### src/rtl/online_residue_select_pkg.sv
// Shared constants for the on-line multiplier residue/digit-selection stage.
package online_residue_select_pkg;

    localparam int BITS_DEF  = 4;
    localparam int DELAY_DEF = 5;

    // Residue width: one slot per operand digit plus the on-line delay.
    function automatic int calc_w(input int bits, input int delay);
        return bits + delay;
    endfunction

    // FSM encodings
    localparam logic [1:0] ST_IDLE = 2'd0;
    localparam logic [1:0] ST_INIT = 2'd1;
    localparam logic [1:0] ST_RUN  = 2'd2;

    // Signed-digit encodings {plus, minus}
    localparam logic [1:0] DIG_POS  = 2'b10;
    localparam logic [1:0] DIG_NEG  = 2'b01;
    localparam logic [1:0] DIG_ZERO = 2'b00;

    // Selection thresholds on the 3-digit estimate
    localparam logic signed [4:0] SEL_POS_TH = 5'sd1;
    localparam logic signed [4:0] SEL_NEG_TH = -5'sd2;

endpackage

### src/rtl/online_residue_select_digit.sv
// Combinational digit selector: estimates the top three redundant digits,
// picks z in {-1,0,+1} and re-encodes the remainder e - 4z into the top field.
module online_digit_select
    import online_residue_select_pkg::*;
(
    input  logic [2:0] i_top_plus,
    input  logic [2:0] i_top_minus,
    output logic [1:0] o_z,
    output logic [2:0] o_top_plus,
    output logic [2:0] o_top_minus
);

    logic signed [4:0] w_e;
    logic signed [4:0] w_ep;
    logic [1:0]        w_mag;

    // Estimate, select, and rebuild the top field; position W-1 always ends up 0.
    always_comb begin
        w_e  = $signed({2'b00, i_top_plus}) - $signed({2'b00, i_top_minus});
        o_z  = DIG_ZERO;
        w_ep = w_e;
        if (w_e >= SEL_POS_TH) begin
            o_z  = DIG_POS;
            w_ep = w_e - 5'sd4;
        end else if (w_e <= SEL_NEG_TH) begin
            o_z  = DIG_NEG;
            w_ep = w_e + 5'sd4;
        end
        // |e'| is at most 3, so two bits of magnitude suffice
        w_mag       = w_ep[4] ? (~w_ep[1:0] + 2'd1) : w_ep[1:0];
        o_top_plus  = 3'b000;
        o_top_minus = 3'b000;
        if (w_ep[4])
            o_top_minus = {1'b0, w_mag};
        else if (w_ep != 5'sd0)
            o_top_plus  = {1'b0, w_mag};
    end

endmodule

### src/rtl/online_residue_select.sv
// Residue/digit-selection stage of the on-line signed-digit multiplier.
// Registers the adder's redundant sum as the shifted residue, runs DELAY
// init cycles, then emits one output digit per cycle for BITS cycles.
module online_residue_select
    import online_residue_select_pkg::*;
#(
    parameter  int BITS  = BITS_DEF,
    parameter  int DELAY = DELAY_DEF,
    localparam int W     = calc_w(BITS, DELAY)
) (
    input  logic         i_clk,
    input  logic         i_reset,
    input  logic         i_start,
    input  logic [W-1:0] i_sum_plus,
    input  logic [W-1:0] i_sum_minus,
    input  logic [1:0]   i_sum_cout,
    output logic [W-1:0] o_residue_plus,
    output logic [W-1:0] o_residue_minus,
    output logic         o_z_plus,
    output logic         o_z_minus,
    output logic         o_z_valid,
    output logic         o_busy,
    output logic         o_done,
    output logic         o_ovf
);

    localparam int CW = $clog2(W);

    logic [1:0]    r_state;
    logic [CW-1:0] r_cnt;
    logic [W-1:0]  r_res_p;
    logic [W-1:0]  r_res_m;
    logic [1:0]    r_z;
    logic          r_z_valid;
    logic          r_done;
    logic          r_ovf;

    logic [1:0]    w_z;
    logic [2:0]    w_top_p;
    logic [2:0]    w_top_m;
    logic [W-1:0]  w_new_p;
    logic [W-1:0]  w_new_m;

    online_digit_select u_sel (
        .i_top_plus  (i_sum_plus[W-1:W-3]),
        .i_top_minus (i_sum_minus[W-1:W-3]),
        .o_z         (w_z),
        .o_top_plus  (w_top_p),
        .o_top_minus (w_top_m)
    );

    // Sum with its top three digits replaced by the re-encoded remainder
    assign w_new_p = {w_top_p, i_sum_plus[W-4:0]};
    assign w_new_m = {w_top_m, i_sum_minus[W-4:0]};

    // FSM, cycle counter, residue/digit registers and sticky overflow
    always_ff @(posedge i_clk) begin
        if (i_reset) begin
            r_state   <= ST_IDLE;
            r_cnt     <= '0;
            r_res_p   <= '0;
            r_res_m   <= '0;
            r_z       <= DIG_ZERO;
            r_z_valid <= 1'b0;
            r_done    <= 1'b0;
            r_ovf     <= 1'b0;
        end else begin
            r_z       <= DIG_ZERO;
            r_z_valid <= 1'b0;
            r_done    <= 1'b0;
            case (r_state)
                ST_IDLE: begin
                    if (i_start) begin
                        r_res_p <= '0;
                        r_res_m <= '0;
                        r_cnt   <= '0;
                        r_ovf   <= 1'b0;
                        r_state <= ST_INIT;
                    end
                end
                ST_INIT: begin
                    r_res_p <= i_sum_plus << 1;
                    r_res_m <= i_sum_minus << 1;
                    r_cnt   <= r_cnt + 1'b1;
                    if (r_cnt == CW'(DELAY - 1))
                        r_state <= ST_RUN;
                end
                ST_RUN: begin
                    r_res_p   <= w_new_p << 1;
                    r_res_m   <= w_new_m << 1;
                    r_z       <= w_z;
                    r_z_valid <= 1'b1;
                    r_cnt     <= r_cnt + 1'b1;
                    if (r_cnt == CW'(W - 1)) begin
                        r_done  <= 1'b1;
                        r_state <= ST_IDLE;
                    end
                end
                default: r_state <= ST_IDLE;
            endcase
            // Adder carry-out while an operation is in flight means the residue overflowed
            if (r_state != ST_IDLE && i_sum_cout != 2'b00)
                r_ovf <= 1'b1;
        end
    end

    assign o_residue_plus  = r_res_p;
    assign o_residue_minus = r_res_m;
    assign o_z_plus        = r_z[1];
    assign o_z_minus       = r_z[0];
    assign o_z_valid       = r_z_valid;
    assign o_busy          = (r_state != ST_IDLE);
    assign o_done          = r_done;
    assign o_ovf           = r_ovf;

endmodule

### config.mk
export PLATFORM = sky130hd
export DESIGN_NAME = online_residue_select
export DESIGN_NICKNAME = d
export VERILOG_FILES = /design/src/rtl/online_residue_select_pkg.sv /design/src/rtl/online_residue_select_digit.sv /design/src/rtl/online_residue_select.sv
export SDC_FILE = /design/constraint.sdc
export NUM_CORES = 1
export LEC_CHECK = 0
export BUFFER_PORTS_ARGS = -buffer_cell sky130_fd_sc_hd__buf_4
export CORE_MARGIN = 2
export CORE_UTILIZATION = 54
export CTS_BUF_LIST = sky130_fd_sc_hd__clkbuf_16
export CTS_CLUSTER_DIAMETER = 30
export DETAILED_ROUTE_END_ITERATION = 8
export PLACE_DENSITY_LB_ADDON = 0.05
export SETUP_SLACK_MARGIN = 0.2
export SYNTH_ARGS = -nofsm -noshare
export SYNTH_HDL_FRONTEND = slang
export SYNTH_SLANG_ARGS = --single-unit
### constraint.sdc
create_clock -name i_clk -period 4.2 [get_ports i_clk]
set_input_delay 0.84 -clock i_clk [delete_from_list [all_inputs] [get_ports i_clk]]
set_output_delay 0.84 -clock i_clk [all_outputs]
set_load 0.1 [all_outputs]
* Yosys cells after proc, flatten, opt, wreduce, memory -nomap -nowiden *
Index checks and enable logic that the tools add are counted.

storage, ports and cells
  register bits after elaboration = 29

operators by class
  $add $sub $neg = 5
  magnitude comparators = 2
  eq/ne operators = 7
  multiplexer cells = 22
  bitwise logic cells = 2
  reductions and logical operators = 16

operator list
  operator             count
  $pmux 9 s3           2
  $mux 2               8
  $mux 5               2
  $reduce_bool 2->1    5
  $mux 9               1
  $pmux 4 s2           1
  $mux 1               6
  $ne 2x2->1 const B   3
  $pmux 2 s3           1
  $reduce_and 2->1     3
  $add 5x4->5 const B  1
  $ge 5x2->1 const B   1
  $le 5x2->1 const B   1
  $reduce_bool 5->1    1
  $sub 5x4->5 const B  1
  $add 4x1->4 const B  1
  $eq 4x3->1 const B   1
  $eq 4x4->1 const B   1
  $mux 4               1
  $reduce_or 2->1      2
  $sub 3x3->4          1
  $reduce_and 3->1     1
  $reduce_bool 3->1    1
  $reduce_or 3->1      1
  7 further kinds      7

* Logic depth before layout (Yosys ltp) *
  depth in word-level cells = 10
  gate-level depth with buffers = 12

* By module *
Synthesis repeated with hierarchy kept, for this count alone.

unflattened totals
  cells, all modules = 198
  area total of the unflattened synthesis = 1709.1 um^2

by module, submodules not included
  module                 instances  cells an instance  area an instance (um^2)  seq. area each (um^2)
  online_residue_select  1          146                1276.2                   540.5
  online_digit_select    1          52                 432.9                    0.0

* Worst setup path after synthesis *
No wires, ideal clock.

  kind = in2reg
  start = in i_sum_plus[6]
  end = reg r_res_m[7], in the netlist o_residue_minus[7]
  setup time = 0.134 ns
  data arrival time = 3.019 ns
  required time = 4.066 ns
  setup slack = 1.047 ns
  stages = 11
  cell sequence = inv_1 -> ha_1 -> inv_1 -> fa_1 -> inv_1 -> ha_1 -> or3b_4 -> o21ba_1 -> mux2_2 -> a222oi_1 -> a2111oi_1

on the way
  word-level cells in the longest chain between the ends = 9

ends and longest elaborated chain
  what                                       RTL line                                                              RTL
  start: declaration                         online_residue_select.sv:14                                           input logic [W-1:0] i_sum_plus,
  $sub 3x3->4 (*)                            online_residue_select_digit.sv:19                                     w_e = $signed({2'b00, i_top_plus}) - $signed({2'b00, i_top_minus});
  $add 5x4->5 or $le 5x2->1 (tied branches)  online_residue_select_digit.sv:27, online_residue_select_digit.sv:25
  $mux 5                                     online_residue_select_digit.sv:25                                     end else if (w_e <= SEL_NEG_TH) begin
  $mux 5 (*)                                 online_residue_select_digit.sv:22                                     if (w_e >= SEL_POS_TH) begin
  $not 2->2                                  online_residue_select_digit.sv:30                                     w_mag = w_ep[4] ? (~w_ep[1:0] + 2'd1) : w_ep[1:0];
  $add 2x1->2                                online_residue_select_digit.sv:30
  $mux 2                                     online_residue_select_digit.sv:30
  $mux 2 (*)                                 online_residue_select_digit.sv:33                                     if (w_ep[4])
  $pmux 9 s3 (*)                             online_residue_select.sv:71                                           case (r_state)
  end signal: assignment                     online_residue_select.sv:83                                           r_res_m <= i_sum_minus << 1;
  end signal: assignment                     online_residue_select.sv:90                                           r_res_m <= w_new_m << 1;
  end: declaration                           online_residue_select.sv:32                                           logic [W-1:0] r_res_m;

Mark *: on every way between the ends. The rest lies on a longest branch, timed or not.
A chain may end at the register's enable or synchronous reset.

* Worst setup path after layout *
  start = in i_sum_plus[6]
  end = reg r_res_p[7], in the netlist o_residue_plus[7]

on the way
  word-level cells in the longest chain between the ends = 10

ends and longest elaborated chain
  what                                       RTL line                                                              RTL
  $sub 3x3->4                                online_residue_select_digit.sv:19
  $add 5x4->5 or $le 5x2->1 (tied branches)  online_residue_select_digit.sv:27, online_residue_select_digit.sv:25
  $mux 5                                     online_residue_select_digit.sv:25
  $mux 5                                     online_residue_select_digit.sv:22
  $not 2->2                                  online_residue_select_digit.sv:30
  $add 2x1->2                                online_residue_select_digit.sv:30
  $mux 2                                     online_residue_select_digit.sv:30
  $mux 2                                     online_residue_select_digit.sv:35                                     else if (w_ep != 5'sd0)
  $mux 2                                     online_residue_select_digit.sv:33
  $pmux 9 s3 (*)                             online_residue_select.sv:71
  end signal: assignment                     online_residue_select.sv:82                                           r_res_p <= i_sum_plus << 1;
  end signal: assignment                     online_residue_select.sv:89                                           r_res_p <= w_new_p << 1;
  end: declaration                           online_residue_select.sv:31                                           logic [W-1:0] r_res_p;

Marked as above.

==> metrics.txt <==
# nets final 251; Tcrit/Tclk final 78.4%; first drt pass iteration count 5; initial antenna violation count 0; HP Class flip-flop to flip-flop; Area contributors post-synth dfxtp_1, ha_1, a22oi_1; DP HPWL around 2700 um; Ant. Diodes 0; clk buf depth 2; vias about 1400; DRC 0; Area after DPL 1850 um^2; Synth area leader dfxtp_1; clk_lat worst skew between 0.2 and 0.3 ns; CP max FO 5; Hold Slack approximately 0.5 ns; largest family of logic cells by synthesized area compound AO/OA/AOI/OAI gates; Post-CTS Hold Fix Bufs 0; Hold Fails Final Rpt 0; Leak 0.878 nW; PostCTS Resize Cnt 0; Die Height 57.0 um; worst-margin pin slew 0.520 ns; total power 0.660 mW; Worst-path clk slew 0.07 ns; die width 57.0 um; register area share after synthesis 35.7%; post-layout util 71.3%; DRT Wirelength 3570 um; Compound-Gate Fraction of Synth Area 22.5%; vias in the first global route 1330; io pins 47; cell area after synthesis 1520 um^2; Async SR Flop Fraction 0%; post-synthesis xor/xnor area fraction 1.65%; status complete, no violations; largest net degree at the start of global routing 25; Max Fclk 0.304 GHz; RSZ-0062 raised after global routing false; initial DRC count 61; Max Cap Violations 0; cell area power density 342 nW/um^2; ANT nets after route 0; post-route cell area 1930 um^2; area grow syn2layout 27.5%; Setup crit end kind flip-flop; GRT Total Usage 22.5%; Reg2Reg Depth 5; WP data arrival 3.45 ns; hold depth 2; Post-Synth Adder-Cell Area 12.1%; routability congestion estimate 0.828; library cells used by synthesis 43; yosys warns 0; Max-slew headroom 64.6%; Slew Viols, Final 0; most frequent cells in the layout buf_4, dfxtp_1, nor2_1, inv_1, a22oi_1; Startpoint Class input port; CTS Sinks 27; EDFF count, synth 0; port bufs between 40 and 50; CTS Buf Count 3; H-Tree Depth 1; Starting Density 55.9%; CTS tree yes; setup violators final 0; Most used DFF post-synth dfxtp_1; Row Count 19; setup TNS 0 ns; grt ovf 0; number of buffers inserted by post-CTS setup repair 0; first-pass GRT wire length 5880 um; layout cells sized above 1 26.3%; worst vdd ir 313 uV; average vias per placed instance 5.72; Die Area 3250 um^2; most common cell after layout, fill and taps aside buf_4; CTS root buffer clkbuf_16; area of the core ~2700 um^2; share of the synthesized area in the top cell type 35.7%; Worst EP required 4.35 ns; post-synthesis cell count 172; Avg WL per Cell 14.6 um; post-layout min period around 3.3 ns; Setup Skew 0.00685 ns; mux contribution to synthesized area 4.87%; kind of critical path input port to flip-flop; Synth Register Bits 27; post-synthesis simple-gate area fraction 15.3%; syn_area_per_cell 8.81 um^2
-- Yosys cell counts (2+ instances only) --
cell and number:
ha_1 13, dfxtp_1 27, nand2b_1 2, a22oi_1 15
o21ai_0 5, a222oi_1 3, nand3b_1 2, a211oi_1 2
nand2_1 5, clkbuf_1 3, a21o_1 2, nand3_1 2
a21oi_1 8, mux2i_1 4, nor2_1 24, nor3_1 6
buf_4 2, a221oi_1 2, buf_2 4, inv_1 18
-- critical path, stage by stage --
cell and delay, ns:
buf_4 0.12, inv_1 0.05, ha_1 0.17, inv_1 0.06, fa_1 0.58, inv_1 0.09
ha_1 0.18, or3b_4 0.38, o21ba_1 0.20, mux2i_1 0.25, a222oi_1 0.17, a2111oi_2 0.37
-- registers in the layout, summed over array words and instances, names as in the netlist --
register	flops
o_z_valid	1
o_residue_plus	8
o_done	1
r_state	2
r_cnt	4
o_ovf	1
o_residue_minus	8
r_z	2
-- cell type report --
cell class                 instances  area, um^2
multi-input combinational        118         861
timing repair buffer              45         338
fill                             215         778
inverter                          19        71.3
clock buffer                       3        75.1
tap                               31        38.8
clock inverter                     1        7.51
sequential                        27         541
-- per-stage QoR --
stage | instances | setup slack [ns]
6_report | 244 | 0.906
5_1_grt | 244 | 0.746
4_1_cts | 244 | 0.962
3_5_place_dp | 240 | 0.705
3_3_place_gp | 240 | 0.818
2_1_floorplan | 173 | 1.05
-- power by group --
group | switching (mW) | internal, mW | total, mW
sequential | 0.00406 | 0.261 | 0.265
combinational | 0.112 | 0.0618 | 0.174
clock | 0.0913 | 0.129 | 0.221
-- layer usage --
metal / global-route usage, % / vias up / part of all wire (%)
met5: 0 / - / 0
met3: 3.85 / 6 / 7.4
met1: 28.1 / 640 / 42
met4: 7.97 / 0 / 1.1
met2: 39.2 / 64 / 50
li1: - / 685 / -
-- cell families (layout without fill, tap and decap cells) --
| family | Yosys count | in the layout |
|---|---|---|
| adder cells (fa/ha/maj) | 14 | 14 |
| AND/OR/NAND/NOR | 48 | 48 |
| flip-flops | 27 | 27 |
| multiplexers | 6 | 6 |
| buffers and inverters | 28 | 68 |
| XOR/XNOR | 2 | 2 |
| other | 1 | 2 |
| AO/OA/AOI/OAI | 46 | 46 |
-- path summary, 6_finish.rpt --
kind                         to               start  slack, ns
max           o_residue_plus[7]       i_sum_plus[6]       0.91
min          o_residue_minus[5]  o_residue_minus[5]       0.50
max reg2reg   o_residue_plus[7]          r_state[1]       2.02
min reg2reg  o_residue_minus[5]  o_residue_minus[5]       0.50
No activity file was read; power rests on OpenSTA's default activity.
